`src/rtl/dmrs_zc_seq_ctrl_if.sv`:
```
// Request, N_zc lookup and phase-stream signals of the DMRS ZC sequencer.
// The slave view belongs to the sequencer; the master view belongs to its environment.
interface dmrs_zc_seq_ctrl_if;
    logic       start;
    logic [9:0] mzc_in;
    logic [9:0] q_in;
    logic [9:0] mzc_o;
    logic [9:0] nzc_i;
    logic       phase_valid;
    logic       phase_ready;
    logic [9:0] phase;
    logic [9:0] idx;
    logic       last;
    logic       busy;
    logic       done;
    logic       err;

    modport master (
        output start, mzc_in, q_in, nzc_i, phase_ready,
        input  mzc_o, phase_valid, phase, idx, last, busy, done, err
    );

    modport slave (
        input  start, mzc_in, q_in, nzc_i, phase_ready,
        output mzc_o, phase_valid, phase, idx, last, busy, done, err
    );
endinterface

```
`src/rtl/dmrs_zc_seq_ctrl.sv`:
```
// DMRS Zadoff-Chu phase sequencer. It looks up the prime length N_zc and streams
// phases q*n(n+1)/2 mod N_zc with cyclic extension, using only add and conditional subtract.
module dmrs_zc_seq_ctrl (
    input  logic                     clk,
    input  logic                     rst,
    dmrs_zc_seq_ctrl_if.slave        bus
);
    localparam int unsigned LW = 10;
    localparam int unsigned SW = 11;

    typedef enum logic [1:0] {IDLE, LOAD, RUN, DONE} state_e;

    state_e        state_q;
    logic [LW-1:0] mzc_q, q_q, nzc_q;
    logic [LW-1:0] p_q, s_q, n_q, m_q;
    logic          valid_q, last_q, busy_q, done_q, err_q;

    logic [SW-1:0] p_sum, s_sum;
    logic [LW-1:0] p_d, s_d;
    logic          adv;

    // p and s stay below nzc, so one conditional subtract reduces each sum exactly
    always_comb begin
        p_sum = SW'(p_q) + SW'(s_q);
        s_sum = SW'(s_q) + SW'(q_q);
        p_d   = (p_sum >= SW'(nzc_q)) ? LW'(p_sum - SW'(nzc_q)) : LW'(p_sum);
        s_d   = (s_sum >= SW'(nzc_q)) ? LW'(s_sum - SW'(nzc_q)) : LW'(s_sum);
    end

    assign adv = valid_q && bus.phase_ready;

    always_ff @(posedge clk) begin
        if (rst) begin
            state_q <= IDLE;
            mzc_q   <= '0;
            q_q     <= '0;
            nzc_q   <= '0;
            p_q     <= '0;
            s_q     <= '0;
            n_q     <= '0;
            m_q     <= '0;
            valid_q <= 1'b0;
            last_q  <= 1'b0;
            busy_q  <= 1'b0;
            done_q  <= 1'b0;
            err_q   <= 1'b0;
        end else begin
            done_q <= 1'b0;
            err_q  <= 1'b0;
            case (state_q)
                IDLE: begin
                    if (bus.start) begin
                        if (bus.mzc_in == 10'd0) begin
                            err_q <= 1'b1;
                        end else begin
                            mzc_q   <= bus.mzc_in;
                            q_q     <= bus.q_in;
                            busy_q  <= 1'b1;
                            state_q <= LOAD;
                        end
                    end
                end
                // mzc_o has been stable a full cycle, so the lookup result is settled
                LOAD: begin
                    nzc_q <= bus.nzc_i;
                    if ((q_q == 10'd0) || (q_q >= bus.nzc_i)) begin
                        err_q   <= 1'b1;
                        busy_q  <= 1'b0;
                        state_q <= IDLE;
                    end else begin
                        p_q     <= '0;
                        s_q     <= q_q;
                        n_q     <= '0;
                        m_q     <= '0;
                        valid_q <= 1'b1;
                        last_q  <= (mzc_q == 10'd1);
                        state_q <= RUN;
                    end
                end
                RUN: begin
                    if (adv) begin
                        if (last_q) begin
                            valid_q <= 1'b0;
                            done_q  <= 1'b1;
                            state_q <= DONE;
                        end else begin
                            m_q    <= m_q + 10'd1;
                            last_q <= ((m_q + 10'd1) == (mzc_q - 10'd1));
                            // cyclic extension restarts the recurrence at n = 0
                            if (n_q == (nzc_q - 10'd1)) begin
                                n_q <= '0;
                                p_q <= '0;
                                s_q <= q_q;
                            end else begin
                                n_q <= n_q + 10'd1;
                                p_q <= p_d;
                                s_q <= s_d;
                            end
                        end
                    end
                end
                DONE: begin
                    busy_q  <= 1'b0;
                    state_q <= IDLE;
                end
                default: state_q <= IDLE;
            endcase
        end
    end

    assign bus.mzc_o       = mzc_q;
    assign bus.phase_valid = valid_q;
    assign bus.phase       = p_q;
    assign bus.idx         = m_q;
    assign bus.last        = last_q;
    assign bus.busy        = busy_q;
    assign bus.done        = done_q;
    assign bus.err         = err_q;
endmodule

```
`src/flat_wrapper.sv`:
```
// flat-port wrapper written by rule: the top's interface ports become plain ports
module dmrs_zc_seq_ctrl_flat 
  (clk, rst, bus_start, bus_mzc_in, bus_q_in, bus_nzc_i, bus_phase_ready, bus_mzc_o, bus_phase_valid, bus_phase, bus_idx, bus_last, bus_busy, bus_done, bus_err);
  dmrs_zc_seq_ctrl_if bus_i ();
  input  logic clk;
  input  logic rst;
  input wire logic [$bits(bus_i.start)-1:0] bus_start;
  input wire logic [$bits(bus_i.mzc_in)-1:0] bus_mzc_in;
  input wire logic [$bits(bus_i.q_in)-1:0] bus_q_in;
  input wire logic [$bits(bus_i.nzc_i)-1:0] bus_nzc_i;
  input wire logic [$bits(bus_i.phase_ready)-1:0] bus_phase_ready;
  output wire logic [$bits(bus_i.mzc_o)-1:0] bus_mzc_o;
  output wire logic [$bits(bus_i.phase_valid)-1:0] bus_phase_valid;
  output wire logic [$bits(bus_i.phase)-1:0] bus_phase;
  output wire logic [$bits(bus_i.idx)-1:0] bus_idx;
  output wire logic [$bits(bus_i.last)-1:0] bus_last;
  output wire logic [$bits(bus_i.busy)-1:0] bus_busy;
  output wire logic [$bits(bus_i.done)-1:0] bus_done;
  output wire logic [$bits(bus_i.err)-1:0] bus_err;
  assign bus_i.start = bus_start;
  assign bus_i.mzc_in = bus_mzc_in;
  assign bus_i.q_in = bus_q_in;
  assign bus_i.nzc_i = bus_nzc_i;
  assign bus_i.phase_ready = bus_phase_ready;
  assign bus_mzc_o = bus_i.mzc_o;
  assign bus_phase_valid = bus_i.phase_valid;
  assign bus_phase = bus_i.phase;
  assign bus_idx = bus_i.idx;
  assign bus_last = bus_i.last;
  assign bus_busy = bus_i.busy;
  assign bus_done = bus_i.done;
  assign bus_err = bus_i.err;
  dmrs_zc_seq_ctrl u_core (.clk(clk), .rst(rst), .bus(bus_i));
endmodule
```
`config.mk`:
```
export PLATFORM = sky130hd
export DESIGN_NAME = dmrs_zc_seq_ctrl_flat
export DESIGN_NICKNAME = d
export VERILOG_FILES = /design/src/rtl/dmrs_zc_seq_ctrl_if.sv /design/src/rtl/dmrs_zc_seq_ctrl.sv /design/src/flat_wrapper.sv
export SDC_FILE = /design/constraint.sdc
export NUM_CORES = 1
export LEC_CHECK = 0
export BUFFER_PORTS_ARGS = -buffer_cell sky130_fd_sc_hd__buf_4
export CORE_ASPECT_RATIO = 1.75
export CORE_MARGIN = 3
export CORE_UTILIZATION = 30
export DETAILED_ROUTE_END_ITERATION = 6
export MAX_ROUTING_LAYER = met4
export PLACE_DENSITY = 0.53
export SETUP_SLACK_MARGIN = 0.1
export SLEW_MARGIN = 10
export SYNTH_ARGS = -nofsm -noshare
export SYNTH_HDL_FRONTEND = slang
export SYNTH_SLANG_ARGS = --single-unit
```
`constraint.sdc`:
```
create_clock -name clk -period 8 [get_ports clk]
set_input_delay 1.6 -clock clk [delete_from_list [all_inputs] [get_ports clk]]
set_output_delay 1.6 -clock clk [all_outputs]
set_load 0.02 [all_outputs]
```
Word level (Yosys, flattened, before mapping)
Index checks and enable logic that the tools add are counted.
{ "word_totals": {"regBits": 77, "latch_bits": 0, "ram_bits": 0, "romBits": 0, "in_bits": 34, "out_inout_bits": 35, "word_cells": 96, "mem_count": 0} }
{ "op_classes": {"addsub": 8, "multipliers": 0, "n_div": 0, "order_cmp": 3, "eq_ne": 13, "shifts": 0, "n_mux": 42, "bitwise": 3, "reduce_logical": 14} }
{ "op_table": {"columns": ["cell", "count"], "rows": [
  ["$mux 10", 15],
  ["$pmux 10 s2", 4],
  ["$add 10x10->11", 2],
  ["$ge 11x10->1", 2],
  ["$add 10x1->10 const B", 2],
  ["$eq 10x10->1", 2],
  ["$logic_not 10->1", 2],
  ["$sub 10x1->10 const B", 2],
  ["$sub 10x10->10", 2],
  ["$reduce_and 4->1", 4],
  ["$mux 1", 13],
  ["$eq 10x1->1 const B", 1],
  ["$ge 10x10->1", 1],
  ["$mux 2", 5],
  ["$ne 2x2->1 const B", 4],
  ["$pmux 2 s4", 1],
  ["$ne 2x1->1 const B", 3],
  ["$pmux 1 s2", 3],
  ["$reduce_and 3->1", 2],
  ["$eq 2x2->1 const B", 2],
  ["$not 1->1", 3],
  ["$pmux 1 s3", 1],
  ["$reduce_bool 3->1", 1],
  ["$reduce_or 3->1", 1],
  ["5 further kinds", 5]
]} }

Depth between registers and ports, before layout
Gate-level depths: netlist of run 1.
{ "depth": {"word_depth": 7, "depth_mapped": 19, "depth_no_buf": 18} }

Worst setup path before layout of run 1
OpenSTA, ideal clock, no wires.
{ "synth_timing": {"kind": "input-to-reg", "startpoint": "input bus_nzc_i[0]", "endpoint": "register u_core.s_q[2]", "setup_time_ps": 76, "t_arrival_ps": 3678, "required_ps": 7924, "slack_ps": 4246, "path_stages": 10, "n_path_buf": 1, "cell_sequence": "ha_1 -> nand2b_4 -> a2111oi_4 -> o311ai_1 -> a211oi_2 -> o21ai_2 -> nor4_4 -> inv_4 -> buf_6 -> o22ai_1"} }
{ "synth_between": {"elab_chain_cells": 4} }
{ "synth_lines": {"columns": ["item", "line", "source"], "rows": [
  ["start: declaration", "flat_wrapper.sv:10", "input wire logic [$bits(bus_i.nzc_i)-1:0] bus_nzc_i;"],
  ["$ge 10x10->1", "dmrs_zc_seq_ctrl.sv:66", "if ((q_q == 10'd0) || (q_q >= bus.nzc_i)) begin"],
  ["$logic_or 1x1->1", "dmrs_zc_seq_ctrl.sv:66", null],
  ["$ne 2x2->1 (no line)", null, null],
  ["$reduce_and 4->1 (no line)", null, null],
  ["end signal: assignment", "dmrs_zc_seq_ctrl.sv:72", "s_q <= q_q;"],
  ["end signal: assignment", "dmrs_zc_seq_ctrl.sv:93", "s_q <= q_q;"],
  ["end: declaration", "dmrs_zc_seq_ctrl.sv:15", "logic [LW-1:0] p_q, s_q, n_q, m_q;"]
]} }
Every way passes these cells.
A chain may end at the register's enable or synchronous reset.

Worst setup path in the final report of run 1
{ "layout_timing": {"startpoint": "register u_core.p_q[0] (netlist: u_core.bus.phase[0])", "endpoint": "register u_core.p_q[6] (netlist: u_core.bus.phase[6])"} }
{ "layout_between": {"elab_chain_cells": 7, "elab_cells_between_ends": 8, "cone_classes": "add/sub (2); order compare (1); mux (5)"} }
{ "layout_lines": {"columns": ["item", "line", "source"], "rows": [
  ["start: declaration", "dmrs_zc_seq_ctrl.sv:15", null],
  ["start signal: assignment", "dmrs_zc_seq_ctrl.sv:96", "p_q <= p_d;"],
  ["$add 10x10->11 *", "dmrs_zc_seq_ctrl.sv:24", "p_sum = SW'(p_q) + SW'(s_q);"],
  ["$sub 10x10->10 / $ge 11x10->1 (equally long branches)", "dmrs_zc_seq_ctrl.sv:26", "p_d = (p_sum >= SW'(nzc_q)) ? LW'(p_sum - SW'(nzc_q)) : LW'(p_sum);"],
  ["$mux 10 *", "dmrs_zc_seq_ctrl.sv:26", null],
  ["$mux 10 *", "dmrs_zc_seq_ctrl.sv:90", "if (n_q == (nzc_q - 10'd1)) begin"],
  ["$mux 10 *", "dmrs_zc_seq_ctrl.sv:82", "if (last_q) begin"],
  ["$mux 10 *", "dmrs_zc_seq_ctrl.sv:81", "if (adv) begin"],
  ["$pmux 10 s2 *", "dmrs_zc_seq_ctrl.sv:50", "case (state_q)"]
]} }
Every way passes the cells marked *; elsewhere a longest branch is shown, timed or not. The select of a mux whose other input is x is not followed.

==> results of run 1 <==
## cells in the final DEF (no fill, tap or decap), types with 6 or more instances in the layout
master,n
nand2_1,85
dfxtp_1,77
buf_4,70
nor2_1,62
ha_1,60
a21oi_1,54
xnor2_1,54
inv_1,46
mux2i_1,23
o21ai_0,22
nor3_1,22
xor2_1,20
nand3_1,17
a22oi_1,15
o22ai_1,14
nand4_1,10
clkbuf_16,9
o21bai_1,8
nor2b_1,8
nand2b_1,7
a311oi_1,7
o21a_1,6
and3_1,6
## state kept, by name (all words and copies together) (netlist names), named ones only
| signal | flops |
|---|---|
| u_core.bus.busy | 1 |
| u_core.bus.done | 1 |
| u_core.bus.err | 1 |
| u_core.bus.idx | 10 |
| u_core.bus.last | 1 |
| u_core.bus.mzc_o | 10 |
| u_core.bus.phase | 10 |
| u_core.bus.phase_valid | 1 |
| u_core.n_q | 10 |
| u_core.nzc_q | 10 |
| u_core.q_q | 10 |
| u_core.s_q | 10 |
| u_core.state_q | 1 |
## power breakdown
| group | internal, mW | total [mW] | switching (mW) |
|---|---|---|---|
| logic | 0.259 | 0.610 | 0.351 |
| registers | 0.405 | 0.442 | 0.0367 |
| clock network | 0.297 | 0.461 | 0.164 |
| total | 0.962 | 1.51 | 0.551 |
## routing by layer
| layer | track usage [%] | vias up | wire length (um) |
|---|---|---|---|
| met4 | 6.98 | 0 | 599 |
| met1 | 17.2 | 2523 | 6860 |
| met5 | - | - | 0 |
| met2 | 33.3 | 128 | 9820 |
| met3 | 3.83 | 28 | 836 |
| li1 | - | 2691 | - |
## path summary, 6_finish.rpt
kind                               to  slack (ns)  depth (start not counted)
hold reg to reg   u_core.bus.phase[9]        0.48                          2
setup / recovery  u_core.bus.phase[6]        3.72                         17
hold / removal    u_core.bus.phase[9]        0.48                          2
setup reg to reg  u_core.bus.phase[6]        3.72                         17
## layout make-up
class                   instances  area, sq um
inverters                      47          179
clock inverters                 3         67.6
fillers                      2045        12300
repair buffers                 70          526
clock buffers                  12          267
multi-input cells             575         4040
well taps                     241          302
flip-flops and latches         77         1540
## cells in the mapped netlist (all sizes together) (14+ instances only)
cell type,number
o22ai,14
nor2,64
xor2,20
xnor2,54
ha,60
dfxtp,77
o21ai,25
nand3,17
clkbuf,15
a21oi,54
a22oi,15
nand2,85
mux2i,23
inv,47
nor3,22
## cell families after synthesis
| kind of cell | count (synthesis) | share of synthesized area (%) |
|---|---|---|
| and+or+nand+nor | 240 | 19.5 |
| DFF | 77 | 26.2 |
| xor gates and xnor gates | 74 | 11.0 |
| buffers and inverters | 73 | 5.23 |
| muxes | 24 | 4.10 |
| adders and majority gates | 64 | 14.1 |
| AOI/OAI and AO/OA | 173 | 19.9 |
## worst reg2reg max path, stage by stage (launching register included)
cell and delay (ns):
dfxtp_1 0.43, ha_1 0.22, inv_1 0.06, fa_1 0.42
nand2b_1 0.19, a2111oi_0 0.43, nor3_1 0.19, xnor2_1 0.23
ha_1 0.31, nand2_1 0.09, nor3_1 0.05, a2111oi_0 0.27
o21ai_0 0.23, a21oi_1 0.17, buf_4 0.24, mux2_2 0.41
a22oi_1 0.17, nor2_1 0.05
==> flow_metrics.py, run 1 <==
metrics = {
    "logic_synthesis": {
        "synthesis.nets": 823,
        "ys.warnings.count": 0,
        "yosysTopAreaCellShare_pct": 26.2,
        "synth_edf_count": 0,
        "synthDistinctLibCells": 65,
        "netlist_instances": 725,
        "ys.flop_type": "dfxtp_1",
        "synth_seq_area_share_pct": 26.2,
        "ys_top_cells_by_area": "dfxtp_1 26%, ha_1 13%, xnor2_1 8.0%",
        "avgSynthCellArea_sq_um": 8.12,
        "async_flop_share_pct": 0,
        "synth_area_sq_mm": 0.00589,
        "synth_top_cell_by_area": "dfxtp_1",
        "ys_ff_latch": 77,
    },
    "floorplan": {
        "chipWidth_um": 112,
        "core_sq_mm": 0.0192,
        "initial_core_util_pct": 30.7,
        "die_h_um": 191,
        "dieArea_sq_mm": 0.0214,
        "ios": 69,
        "rows": 67,
    },
    "timing": {
        "setup_slack_ns": 3.72,
        "setup_violations": 0,
        "rsz0062_at_grt": "false",
        "post-route-min-period_ns": 4.28,
        "max_freq_mhz": 234,
        "fin_skew_ns": 0.0126,
        "finalHoldViolCount": 0,
        "final.setup.tns_ns": 0,
        "worst_pin_slew_ns": 0.816,
        "hold_slack_ns": 0.481,
        "max_slew_margin_pct": 45.6,
        "slew_viol_final": 0,
        "fin_crit_sh_pct": 53.5,
    },
    "placement": {
        "dpl_worst_slack_ns": 3.52,
        "place_inst": 1010,
        "hpwl_um": 14500,
        "place_congestion": 0.888,
        "dpl_cell_area_sq_mm": 0.00659,
        "portBuffers": 68,
    },
    "route": {
        "vias": 5370,
        "drt_iter0_drc": 195,
        "vias_per_cell": 5.24,
        "ant_nets": 0,
        "post_drt_wl_per_cell_um": 17.7,
        "first_pass_iters": 5,
        "wl_um": 18100,
        "drc": 0,
    },
    "worst_setup_path": {
        "worstPathMaxFanout": 13,
        "critPathRequiredTime_ns": 8.20,
        "path_class": "reg2reg",
        "setup.worst_path.start_class": "flip-flop",
        "startpoint": "u_core.bus.phase[0]",
        "cp_top_family": "compound AO/OA/AOI/OAI gates",
        "cp_slowest_cell": "dfxtp_1",
        "arrival_ns": 4.48,
        "cp-end-kind": "flip-flop",
        "path_cells": "ha_1 > inv_1 > fa_1 > nand2b_1 > a2111oi_0 > nor3_1 > xnor2_1 > ha_1 > nand2_1 > nor3_1 > a2111oi_0 > o21ai_0 > a21oi_1 > buf_4 > mux2_2 > a22oi_1 > nor2_1",
        "crit_buf_inv": 2,
        "r2r_start": "u_core.bus.phase[0]",
        "max_stage_delay_ns": 0.43,
    },
    "global_routing": {
        "grt_overflow_total": 0,
        "antenna_found_initial": 0,
        "grt_use_total_pct": 17.6,
        "grt_pass1_vias": 5528,
        "grt_max_degree": 64,
        "grt_pass1_wl_um": 28800,
    },
    "clock_network": {
        "htree_levels": 3,
        "clk_pin_slew_ns": 0.06,
        "clockBufferDepth": 2,
        "cts.sink_count": 77,
        "postCtsResizedCells": 0,
        "cts_made_buffers": 9,
        "post_cts_buffers": 0,
        "ctsHoldBuffers": 0,
        "root_buffer": "clkbuf_16",
        "tritoncts": "built",
        "clk_latency_ns": 0.34,
    },
    "cells_and_area": {
        "nNetsFinal": 878,
        "drive_above_1_share_pct": 13.0,
        "fin_area_sq_mm": 0.00692,
        "layoutNonFillerInstCount": 1025,
        "post-route-util_pct": 36.0,
        "n_antenna_cell": 0,
        "area_delta_synth_final_pct": 17.5,
    },
    "power_and_ir_drop": {
        "finalPower_mw": 1.51,
        "powerDensity_mw_per_mm2": 219,
        "p_leak_nw": 2.84,
        "peakVddDrop_mv": 0.139,
    },
    "flow_run": {
        "maxCapViolCount": 0,
    },
    "outcome": {
        "status": "finished, final reports clean",
    },
    "hold_path": {
        "min_from": "u_core.bus.phase[9]",
        "hp-class": "reg2reg",
    },
}
No activity file was read; power rests on OpenSTA's default activity.
==> run 2, diff against run 1 <==
--- a/config.mk
+++ b/config.mk
@@ -11,7 +11,7 @@
 export CORE_UTILIZATION = 30
 export DETAILED_ROUTE_END_ITERATION = 6
 export MAX_ROUTING_LAYER = met4
-export PLACE_DENSITY = 0.53
+export PLACE_DENSITY = 0.54
 export SETUP_SLACK_MARGIN = 0.1
 export SLEW_MARGIN = 10
 export SYNTH_ARGS = -nofsm -noshare
==> constraint.sdc (replaced) <==
create_clock -name clk -period 3.7 [get_ports clk]
set_input_delay 0.74 -clock clk [delete_from_list [all_inputs] [get_ports clk]]
set_output_delay 0.74 -clock clk [all_outputs]
set_load 0.02 [all_outputs]
==> run 2 against run 1 <==
Critical path depth decreased by 4. Core utilization increased by 3.5 points. Worst setup slack got worse by 3.5 ns. Die area unchanged. Clock skew decreased by 0.0038 ns. Largest cell class unchanged.
==> flow_metrics.py, run 2 (synthesis results as in run 1) <==
metrics = {
    "outcome": {
        "status": "finished, final reports clean",
    },
    "placement": {
        "portBuffers": 68,
        "dpl_cell_area_sq_mm": 0.00691,
        "place_congestion": 0.841,
        "hpwl_um": 14400,
    },
    "global_routing": {
        "grt_pass1_vias": 5660,
        "grt_max_degree": 42,
        "grt_pass1_wl_um": 29400,
        "antenna_found_initial": 0,
        "grt_use_total_pct": 17.8,
        "grt_overflow_total": 0,
    },
    "cells_and_area": {
        "area_delta_synth_final_pct": 28.9,
        "final_common_cell": "buf_4",
        "post-route-util_pct": 39.5,
        "layout_common_cells": "120 x buf_4, 85 x nand2_1, 72 x dfxtp_1",
        "n_antenna_cell": 0,
        "nNetsFinal": 931,
        "fin_area_sq_mm": 0.00759,
        "drive_above_1_share_pct": 23.0,
        "nFillCells": 1956,
    },
    "timing": {
        "worst_pin_slew_ns": 0.805,
        "finalHoldViolCount": 0,
        "post-route-min-period_ns": 3.52,
        "rsz0062_at_grt": "true",
        "max_freq_mhz": 284,
        "setup_violations": 0,
        "slew_viol_final": 0,
        "max_slew_margin_pct": 46.2,
        "fin_crit_sh_pct": 95.1,
        "fin_skew_ns": 0.00878,
    },
    "route": {
        "vias": 5571,
        "drt_iter0_drc": 171,
        "first_pass_iters": 4,
        "post_drt_wl_per_cell_um": 17.3,
        "drc": 0,
        "vias_per_cell": 5.16,
        "ant_nets": 0,
        "wl_um": 18700,
    },
    "clock_network": {
        "htree_levels": 3,
        "cts_made_buffers": 9,
        "cts.sink_count": 77,
        "tritoncts": "built",
        "ctsHoldBuffers": 0,
        "clockBufferDepth": 2,
        "clk_pin_slew_ns": 0.07,
        "root_buffer": "clkbuf_16",
        "clk_latency_ns": 0.34,
    },
    "hold_path": {
        "hp-class": "reg2reg",
        "hold_depth": 2,
    },
    "floorplan": {
        "ios": 69,
        "die_h_um": 191,
        "rows": 67,
        "dieArea_sq_mm": 0.0214,
        "initial_core_util_pct": 30.7,
        "core_sq_mm": 0.0192,
        "chipWidth_um": 112,
    },
    "worst_setup_path": {
        "cp-end-kind": "flip-flop",
        "worstPathMaxFanout": 3,
        "endpoint": "u_core.bus.phase[6]",
        "startpoint": "u_core.s_q[0]",
        "setup.worst_path.start_class": "flip-flop",
        "rr_worst_depth": 13,
        "arrival_ns": 3.73,
        "r2r_end": "u_core.bus.phase[6]",
        "path_class": "reg2reg",
        "critPathRequiredTime_ns": 3.92,
        "r2r_slack_ns": 0.18,
        "r2r_start": "u_core.s_q[0]",
    },
    "power_and_ir_drop": {
        "pwr-share-clk_pct": 30.4,
        "combPwrFrac_pct": 42.7,
        "powerDensity_mw_per_mm2": 462,
        "p_switching_mw": 1.25,
        "seqPwrFrac_pct": 26.9,
        "p_leak_nw": 3.17,
        "p_int_mw": 2.25,
        "peakVddDrop_mv": 0.257,
        "p_sw_share_pct": 35.8,
    },
    "flow_run": {
        "maxCapViolCount": 0,
    },
}
==> run 2: changes by cell type in the layout (fill, tap and decap cells not counted), moves of 5 or more <==
cell | previous run | this run
buf_4 | 70 | 120
a21oi_1 | 54 | 47
a21oi_2 | 0 | 6
ha_1 | 60 | 54
dfxtp_1 | 77 | 72
ha_4 | 0 | 5
==> run 2: what timing repair did <==
item | 4_1_cts | 5_1_grt
cloned | 0 | 1
endpoints found under the setup margin | 19 | 20
pin swaps | 6 | 35
hold endpoints to repair | 0 | 0
gates resized for setup | 11 | 46
setup buffers | 3 | 6
==> run 2: layout make-up <==
cell class / instances / area, sq um / share of cell area (%)
sequential: 77 / 1550 / 20.4
tap: 241 / 302 / 3.97
multi-input combinational: 575 / 4280 / 56.4
inverter: 47 / 179 / 2.36
clock buffer: 11 / 243 / 3.20
timing repair buffer: 123 / 931 / 12.3
clock inverter: 5 / 106 / 1.40
==> run 2: power groups by stage <==
stage,Combinational [mW],Clock (mW),Sequential [mW]
6_report,1.50,1.06,0.945
5_1_grt,1.65,1.12,0.954
4_1_cts,1.43,1.09,0.945
3_5_place_dp,1.41,0,0.964
3_3_place_gp,1.40,0,0.963
2_1_floorplan,0.996,0,0.965
==> run 2: critical path, cell delays in order, from the launching register on <==
cell,delay [ns]
dfxtp_4,0.38
ha_4,0.14
inv_2,0.04
fa_2,0.59
inv_1,0.07
ha_1,0.29
nor2b_1,0.15
o31a_1,0.28
o41a_1,0.35
a211o_1,0.36
a21oi_2,0.23
mux2_4,0.33
a22oi_2,0.13
nor2_1,0.05
==> run 2: stage by stage <==
stage,instances,setup WS [ns],hold WS [ns],setup TNS [ns],power [mW]
CTS,1072,0.0919,0.479,0,3.47
detailed placement,1053,-0.0359,0.470,-0.140,2.37
finish,1079,0.183,0.481,0,3.51
global placement,1053,-0.0289,0.471,-0.114,2.36
global route,1079,0.0165,0.510,0,3.72
floorplan,725,0.125,0.475,0,1.96
==> run 2: routing by layer <==
| layer | vias to the layer above | GRT usage (%) | wire length [um] |
|---|---|---|---|
| met5 | - | - | 0 |
| met4 | 0 | 4.92 | 468 |
| met3 | 29 | 3.07 | 855 |
| met2 | 127 | 33.9 | 10100 |
| met1 | 2623 | 18.8 | 7190 |
| li1 | 2792 | - | - |
==> run 2: how the worst min path moves through the flow <==
stage                        startpoint  slack (ns)                   to
floorplan                 u_core.q_q[0]        0.47        u_core.q_q[0]
global placement    u_core.bus.phase[9]        0.47  u_core.bus.phase[9]
detailed placement  u_core.bus.phase[9]        0.47  u_core.bus.phase[9]
CTS                 u_core.bus.phase[9]        0.48  u_core.bus.phase[9]
global route        u_core.bus.phase[9]        0.51  u_core.bus.phase[9]
finish              u_core.bus.phase[9]        0.48  u_core.bus.phase[9]
